### src/rtl/tt_sweep_pkg.sv
// ============================================================================
// Module   : tt_sweep_pkg
// Brief    : Shared sweep-controller types, defaults and signature step.
// Revision : 1.0 - initial release
// ============================================================================
`default_nettype none

package tt_sweep_pkg;

   typedef enum logic [1:0] {
      ST_IDLE   = 2'd0,
      ST_SETTLE = 2'd1,
      ST_OUT    = 2'd2,
      ST_DONE   = 2'd3
   } sweep_state_t;

   localparam int c_SIG_W_DEF = 16;
   localparam int c_SIG_W_MAX = 64;

   // Rotate the low w bits left by one, then fold in din; sig must be zero above bit w-1.
   function automatic logic [c_SIG_W_MAX-1:0] sig_step(
      input logic [c_SIG_W_MAX-1:0] sig,
      input logic [c_SIG_W_MAX-1:0] din,
      input int                     w
   );
      logic [c_SIG_W_MAX-1:0] mask;
      mask = (w >= c_SIG_W_MAX) ? '1
           : ((c_SIG_W_MAX'(1) << w) - c_SIG_W_MAX'(1));
      return (((sig << 1) | (sig >> (w - 1))) & mask) ^ din;
   endfunction

endpackage

`default_nettype wire

### src/rtl/tt_sweep_sig.sv
// ============================================================================
// Module   : tt_sweep_sig
// Brief    : Rotate-XOR signature register with clear and update enables.
// Revision : 1.0 - initial release
// ============================================================================
`default_nettype none

module tt_sweep_sig
   import tt_sweep_pkg::*;
#(
   parameter int N_OUT = 3,
   parameter int SIG_W = c_SIG_W_DEF
) (
   input  logic             clk,
   input  logic             rst_n,
   input  logic             i_clr,
   input  logic             i_upd,
   input  logic [N_OUT-1:0] i_data,
   output logic [SIG_W-1:0] o_sig
);

   logic [SIG_W-1:0] r_sig;

   always_ff @(posedge clk or negedge rst_n) begin
      if (!rst_n) begin
         r_sig <= '0;
      end else if (i_clr) begin
         r_sig <= '0;
      end else if (i_upd) begin
         r_sig <= SIG_W'(sig_step(c_SIG_W_MAX'(r_sig), c_SIG_W_MAX'(i_data), SIG_W));
      end
   end

   assign o_sig = r_sig;

endmodule

`default_nettype wire

### src/rtl/tt_sweep_ctrl.sv
// ============================================================================
// Module   : tt_sweep_ctrl
// Brief    : Exhaustive truth-table sweeper with valid/ready result stream.
//            Optional expected-output checking when TT_SWEEP_CHECK_EN is defined.
// Revision : 1.0 - initial release
// ============================================================================
`default_nettype none

module tt_sweep_ctrl
   import tt_sweep_pkg::*;
#(
   parameter int N_IN   = 5,
   parameter int N_OUT  = 3,
   parameter int SETTLE = 2,
   parameter int SIG_W  = c_SIG_W_DEF
) (
   input  logic             clk,
   input  logic             rst_n,
   input  logic             i_start,
   input  logic             i_abort,
   output logic [N_IN-1:0]  o_dut_in,
   input  logic [N_OUT-1:0] i_dut_out,
   output logic             o_busy,
   output logic             o_done,
   output logic             o_res_valid,
   input  logic             i_res_ready,
   output logic [N_IN-1:0]  o_res_idx,
   output logic [N_OUT-1:0] o_res_data,
   output logic [SIG_W-1:0] o_signature
`ifdef TT_SWEEP_CHECK_EN
   ,
   input  logic [N_OUT-1:0] i_exp_out,
   output logic [N_IN:0]    o_err_cnt,
   output logic             o_err_seen,
   output logic [N_IN-1:0]  o_first_err_idx
`endif
);

   localparam int              c_CW       = $clog2(SETTLE + 1);
   localparam logic [N_IN-1:0] c_IDX_LAST = '1;

   sweep_state_t     r_state;
   logic [c_CW-1:0]  r_cnt;
   logic [N_IN-1:0]  r_idx;
   logic [N_IN-1:0]  r_dut_in;
   logic             r_busy;
   logic             r_done;
   logic             r_res_valid;
   logic [N_IN-1:0]  r_res_idx;
   logic [N_OUT-1:0] r_res_data;

   logic             w_start_ok;
   logic             w_capture;

   assign w_start_ok = ((r_state == ST_IDLE) || (r_state == ST_DONE)) && i_start && !i_abort;
   assign w_capture  = (r_state == ST_SETTLE) && !i_abort && (r_cnt == c_CW'(1));

   always_ff @(posedge clk or negedge rst_n) begin
      if (!rst_n) begin
         r_state     <= ST_IDLE;
         r_cnt       <= '0;
         r_idx       <= '0;
         r_dut_in    <= '0;
         r_busy      <= 1'b0;
         r_done      <= 1'b0;
         r_res_valid <= 1'b0;
         r_res_idx   <= '0;
         r_res_data  <= '0;
      end else begin
         case (r_state)
            ST_IDLE, ST_DONE: begin
               if (w_start_ok) begin
                  r_idx    <= '0;
                  r_dut_in <= '0;
                  r_busy   <= 1'b1;
                  r_done   <= 1'b0;
                  r_cnt    <= c_CW'(SETTLE);
                  r_state  <= ST_SETTLE;
               end
            end
            ST_SETTLE: begin
               if (i_abort) begin
                  r_state     <= ST_IDLE;
                  r_busy      <= 1'b0;
                  r_res_valid <= 1'b0;
                  r_dut_in    <= '0;
                  r_done      <= 1'b0;
               end else if (r_cnt == c_CW'(1)) begin
                  r_cnt       <= '0;
                  r_res_data  <= i_dut_out;
                  r_res_idx   <= r_idx;
                  r_res_valid <= 1'b1;
                  r_state     <= ST_OUT;
               end else begin
                  r_cnt <= r_cnt - c_CW'(1);
               end
            end
            ST_OUT: begin
               // abort outranks a handshake landing on the same edge
               if (i_abort) begin
                  r_state     <= ST_IDLE;
                  r_busy      <= 1'b0;
                  r_res_valid <= 1'b0;
                  r_dut_in    <= '0;
                  r_done      <= 1'b0;
               end else if (i_res_ready) begin
                  r_res_valid <= 1'b0;
                  if (r_idx == c_IDX_LAST) begin
                     r_busy   <= 1'b0;
                     r_done   <= 1'b1;
                     r_dut_in <= '0;
                     r_state  <= ST_DONE;
                  end else begin
                     r_idx    <= r_idx + N_IN'(1);
                     r_dut_in <= r_idx + N_IN'(1);
                     r_cnt    <= c_CW'(SETTLE);
                     r_state  <= ST_SETTLE;
                  end
               end
            end
            default: r_state <= ST_IDLE;
         endcase
      end
   end

   tt_sweep_sig #(
      .N_OUT (N_OUT),
      .SIG_W (SIG_W)
   ) u_sig (
      .clk    (clk),
      .rst_n  (rst_n),
      .i_clr  (w_start_ok),
      .i_upd  (w_capture),
      .i_data (i_dut_out),
      .o_sig  (o_signature)
   );

   assign o_dut_in    = r_dut_in;
   assign o_busy      = r_busy;
   assign o_done      = r_done;
   assign o_res_valid = r_res_valid;
   assign o_res_idx   = r_res_idx;
   assign o_res_data  = r_res_data;

`ifdef TT_SWEEP_CHECK_EN
   logic [N_IN:0]   r_err_cnt;
   logic            r_err_seen;
   logic [N_IN-1:0] r_first_err_idx;

   always_ff @(posedge clk or negedge rst_n) begin
      if (!rst_n) begin
         r_err_cnt       <= '0;
         r_err_seen      <= 1'b0;
         r_first_err_idx <= '0;
      end else if (w_start_ok) begin
         r_err_cnt       <= '0;
         r_err_seen      <= 1'b0;
         r_first_err_idx <= '0;
      end else if (w_capture && (i_dut_out != i_exp_out)) begin
         if (r_err_cnt != '1) begin
            r_err_cnt <= r_err_cnt + (N_IN+1)'(1);
         end
         r_err_seen <= 1'b1;
         if (!r_err_seen) begin
            r_first_err_idx <= r_idx;
         end
      end
   end

   assign o_err_cnt       = r_err_cnt;
   assign o_err_seen      = r_err_seen;
   assign o_first_err_idx = r_first_err_idx;
`endif

endmodule

`default_nettype wire
### config.mk
export PLATFORM = sky130hd
export DESIGN_NAME = tt_sweep_ctrl
export DESIGN_NICKNAME = d
export VERILOG_FILES = /design/src/rtl/tt_sweep_pkg.sv /design/src/rtl/tt_sweep_sig.sv /design/src/rtl/tt_sweep_ctrl.sv
export SDC_FILE = /design/constraint.sdc
export NUM_CORES = 1
export LEC_CHECK = 0
export ABC_CLOCK_PERIOD_IN_PS = 1800
export BUFFER_PORTS_ARGS = -buffer_cell sky130_fd_sc_hd__buf_2
export CAP_MARGIN = 10
export CORE_UTILIZATION = 51
export CTS_BUF_LIST = sky130_fd_sc_hd__clkbuf_2
export CTS_CLUSTER_DIAMETER = 100
export DETAILED_ROUTE_END_ITERATION = 12
export GPL_TIMING_DRIVEN = 0
export PLACE_DENSITY_LB_ADDON = 0.25
export SYNTH_ARGS = -nofsm -noshare
export SYNTH_HDL_FRONTEND = slang
export SYNTH_HIERARCHICAL = 1
export SYNTH_SLANG_ARGS = --single-unit
### constraint.sdc
create_clock -name clk -period 1.8 [get_ports clk]
set_input_delay 0.18 -clock clk [delete_from_list [all_inputs] [get_ports clk]]
set_output_delay 0.18 -clock clk [all_outputs]
set_load 0.005 [all_outputs]
Word-level counts from Yosys, hierarchy flattened
Index checks and enable logic that the tools add are counted.

Word-level logic and storage cells: 89. Input bits: 8. Flip-flop bits (word level): 41.

Reductions and logical operators: 18. Mux-type cells: 42. Bitwise logic cells: 3. Add/sub/neg operators: 2. Equal/unequal tests: 14.

Operators with widths (number): 5-bit 2-to-1 mux (8); 16-bit 2-to-1 mux (2); 2-bit 2-to-1 mux (12); 16-bit by 1-bit bitwise OR with 16-bit output (1); 16-bit by 3-bit bitwise XOR with 16-bit output (1); 5-bit case mux with 3 select lines (1); 1-bit 2-to-1 mux (13); 2-bit case mux with 3 select lines (2); 3-bit AND reduction (4); 2-bit inequality test (second input constant) (5); 5-bit case mux with 2 select lines (1); 5-bit AND reduction (2); 3-bit inequality test (second input constant) (2); 1-bit case mux with 3 select lines (2); 2-bit nonzero test (3); 5-bit by 1-bit adder with 5-bit output (second input constant) (1); 5-bit == test (second input constant) (1); 2-bit by 1-bit == test with 1-bit output (second input constant) (2); 2-bit == test (second input constant) (2); 1-bit logical AND (4); 4-bit AND reduction (1); 3-bit by 2-bit inequality test with 1-bit output (second input constant) (1); 2-bit logical NOT (1); 2-bit by 1-bit inequality test with 1-bit output (second input constant) (1); other kinds (6) (6).

Longest topological paths before layout
Depth after elaboration: 6. Mapped depth: 9. Mapped depth without buffers: 7.

By module
Netlist, hierarchy kept.

By module, submodules not included: tt_sweep_ctrl (cells each 121, area an instance 1351.3 um^2, instances 1); tt_sweep_sig (cells each 55, area an instance 703.2 um^2, instances 1).

Worst setup path before layout
Ideal clock, no wire load.

Path kind: register -> register. Start: register r_idx[0]. End: register r_cnt[0]. Arrival time: 1621 ps. Period minus slack after synthesis: 1749 ps. Library setup time: 128 ps. Path buffers: 0. Required time: 1672 ps. Cell stages (with the launch flop): 7. Path slack: 51 ps. Cell sequence: dfrtp_1 -> ha_1 -> and3_1 -> ha_1 -> o31ai_1 -> nand3_1 -> mux2_1.

Cells in the longest elaborated chain, start to end: 3.

RTL lines: start: declaration (line tt_sweep_ctrl.sv:44) `logic [N_IN-1:0] r_idx;`; start signal: assignment (line tt_sweep_ctrl.sv:114) `r_idx <= r_idx + N_IN'(1);`; 5-bit == test (line tt_sweep_ctrl.sv:108) `if (r_idx == c_IDX_LAST) begin`; 2-bit inequality test (no source line); 5-bit AND reduction (no source line); end signal: assignment (line tt_sweep_ctrl.sv:77) `r_cnt <= c_CW'(SETTLE);`; end signal: assignment (line tt_sweep_ctrl.sv:95) `r_cnt <= r_cnt - c_CW'(1);`; end signal: assignment (line tt_sweep_ctrl.sv:116) `r_cnt <= c_CW'(SETTLE);`; end: declaration (line tt_sweep_ctrl.sv:43) `logic [c_CW-1:0] r_cnt;`.

No other way between the ends. A chain may end at the register's enable or synchronous reset.

Final worst setup path
Start: register r_idx[1]. End: register r_cnt[0].

Same word-level chain as after synthesis.

==> impl_metrics.ini <==
[worst_setup_path]
worstSetupPathType = reg -> reg
cell_by_cell_trace_of_the_critical_path = ha_2 > and3_4 > ha_2 > o31ai_2 > nand3_1 > mux2_4
count_of_cells_along_the_worst_register_to_register_path = 6
worst_path_largest_cell_delay_ns = 0.45
path_max_fanout = 3
required_worst_endpoint_ns = 2.11
crit_arrival_ns = 2.07
timing.critical_path.to = r_cnt[0]
critPathLaunch = r_idx[1]
critPathLaunchType = flip-flop
timing.rr.start = r_idx[1]
crit_path_top_delay_cell = dfrtp_1
r2r_setup_slack_ns = 0.05
end_kind = flip-flop
critPathMostFrequentCell = ha_2
timing.rr.end = r_cnt[0]

[layout]
footprint_of_the_multi_input_gates_um2 = 958
fillers = 306
seqCellArea_um2 = 1030
layoutNonFillerInstCount = 281
layout_commonest_cell = dfrtp_1
diodes = 0
layout_cell_share_with_drive_strength_beyond_1 = 0.408
finish.net_count = 246
final_cell_mix = 41 x dfrtp_1, 40 x buf_2, 18 x nor2_1
syn_to_final_growth_pct = 21.1

[grt]
grt_use_met3 = 0.0538
antenna_found_initial = 0
vias_in_the_first_global_route = 1493
grt_max_degree = 42
grt_use_met1 = 0.236
grt_first_pass_wirelength_um = 6530
globalRouteMet2Util = 0.357
grt_most_used_layer = met2
grt-ovfl-total = 0
gr-usage-all-layers = 0.205

[synthesis]
avgSynthCellArea_um2 = 11.7
synthesis.yosys.warnings = 6
synth-main-ff-cell = dfrtp_1
synth_edf_count = 0
postSynthNetCount = 190
ys_ff_latch = 41
yosysUniqueCellTypes = 44
synth-seq-area-share = 0.499
fraction_of_synthesized_cell_area_taken_by_the_top_area_cell_type = 0.499
yosysTopAreaCell = dfrtp_1
synth-async-reset-ratio = 1.00
netlist_instances = 176
syn_area_um2 = 2050
netlist_top_cells_area = dfrtp_1 50%, mux2i_1 7.3%, mux2_2 4.4%

[worst_hold_path]
timing.hold.worst.start = i_dut_out[0]
min-delay-path-class = in -> reg

[routing]
avgViaCountPerCell = 5.39
dr_total_vias = 1515
wl_per_cell_um = 14.1
ant_nets = 0
drt-total-wl_um = 3970
drc_errors = 0
drt_pre_antenna_iters = 4
initialDrtViolationCount = 77

[pwr]
power_per_cell_area_nw_per_um2 = 1080
p_comb_frac = 0.424
netSwitchingPower_w = 0.000979
seq_power_share = 0.429
cell_internal_pwr_w = 0.00171
leakage_nw = 1.29
p_sw_frac = 0.364
clkPwrFrac = 0.147
vdd.ir_drop.worst_uv = 845

[timing]
final.setup.tns_ns = 0
final-setup-viol-count = 0
pin_slew_with_the_least_headroom_to_its_limit_ns = 0.873
post-route-period-util = 0.974
maxSlewHeadroom = 0.418
slew_violations = 0
rsz0062_at_grt = yes
finalHoldViolCount = 0
final.setup_skew_ns = 0.00464
finalCriticalPeriod_ns = 1.75
fmaxAchievable_ghz = 0.570

[floorplanning]
num_rows = 22
floorplan.die.height_um = 65.5
fp.dieArea_um2 = 4290
top_level_ports = 40
floorplan.initialDensity = 0.545
design.core.area_um2 = 3770
die_w_um = 65.5

[placed_design]
io_buffer_count = 38
detailed_placement_wirelength_estimate_um = 2800
place.detailed.instances = 262
gpl.final_weighted_congestion = 0.804

[cts]
cts_root_buffer = clkbuf_2
clock_tree_from_tritoncts = built
worstSkewPairLatency_ns = 0.40
cts.reportedPaths.clkPinSlew_ns = 0.20
clock_sink_count = 41
cts-root-to-sink-buffers = 2
cts-buffers-inserted = 5
h-tree-depth = 2

[run]
timing.max_cap.violations = 0

[run_status]
outcome = complete, no violations
## sequential cells by signal, indices dropped and copies added (netlist names)
name	cells
o_busy	1
o_done	1
o_dut_in	5
o_res_data	3
o_res_idx	5
o_res_valid	1
r_cnt	2
r_idx	5
r_state	2
u_sig/o_sig	16
## cells in the mapped netlist (4+ instances only)
library cell  instances
mux2i_1              15
nand2_1               8
mux2_2                8
mux2_4                4
nor2_1               18
inv_1                10
nand2b_1              5
dfrtp_1              41
nand3_1               4
ha_1                  6
a21oi_1               4
o21ai_0               7
## cell type report
class                      instances  share of cell area
clock inverter                     2             0.00402
timing repair buffer              49               0.114
multi-input combinational        117               0.385
tap                               48              0.0241
sequential                        41               0.412
inverter                          10              0.0151
clock buffer                       6              0.0121
buffer                             8              0.0332
## worst min-delay path by stage
stage,cells past startpoint,slack [ns],endpoint
after detailed placement,1,0.35,o_res_data[2]
after floorplan,0,-0.12,o_busy
after global routing,2,0.003,o_res_data[0]
final,2,0.03,o_res_data[0]
after CTS,2,0.008,o_res_data[2]
after global placement,1,0.33,u_sig/o_sig[7]
## metrics by stage
| stage | utilization | worst slack (ns) | hold WS, ns | power, W | instance area [µm²] |
|---|---|---|---|---|---|
| after floorplan | - | 0.0514 | -0.116 | 0.00193 | 2050 |
| after global placement | 0.611 | -0.0802 | 0.330 | 0.00215 | 2300 |
| after detailed placement | 0.611 | -0.151 | 0.355 | 0.00222 | 2300 |
| after CTS | 0.639 | 0.0219 | 0.00762 | 0.00268 | 2410 |
| after global routing | 0.660 | -0.0596 | 0.00296 | 0.00287 | 2490 |
| final | 0.660 | 0.0471 | 0.0316 | 0.00269 | 2490 |
## per-layer routing
| layer | up-vias | share of wire |
|---|---|---|
| met5 | - | 0 |
| met4 | 0 | 0.019 |
| met3 | 14 | 0.050 |
| met2 | 52 | 0.49 |
| met1 | 734 | 0.44 |
| li1 | 715 | - |
## critical path, delay by kind of cell (launching register included)
kind / cells / cell delay, ns
mux: 1 / 0.33
fa+ha+maj: 2 / 0.38
simple gates: 2 / 0.33
flops: 1 / 0.45
compound gates: 1 / 0.19
## kinds of logic (layout without fill, tap and decap cells)
| group | Yosys count | count (layout) | share of synthesized area |
|---|---|---|---|
| muxes | 28 | 28 | 0.152 |
| AOI/OAI and AO/OA | 25 | 25 | 0.0895 |
| buffers and inverters | 18 | 75 | 0.0542 |
| DFF | 41 | 41 | 0.499 |
| xor gates and xnor gates | 4 | 4 | 0.0171 |
| adders and majority gates | 6 | 6 | 0.0365 |
| and+or+nand+nor | 54 | 54 | 0.152 |
## power groups by stage
stage	sequential, W	combinational, W	clock, W
finish	0.00115	0.00114	0.000396
global route	0.00117	0.00125	0.000448
CTS	0.00116	0.00111	0.000411
global placement	0.00117	0.000983	0
detailed placement	0.00118	0.00103	0
floorplan	0.00118	0.000753	0
## repair_timing
item                                   CTS  global route
hold buffers                             2             2
resized for setup                        7             8
setup buffers                            3             4
endpoints found under the hold margin   42             2
setup endpoints to repair               22            18
pin swaps                                3             1
No activity file was read; power rests on OpenSTA's default activity.
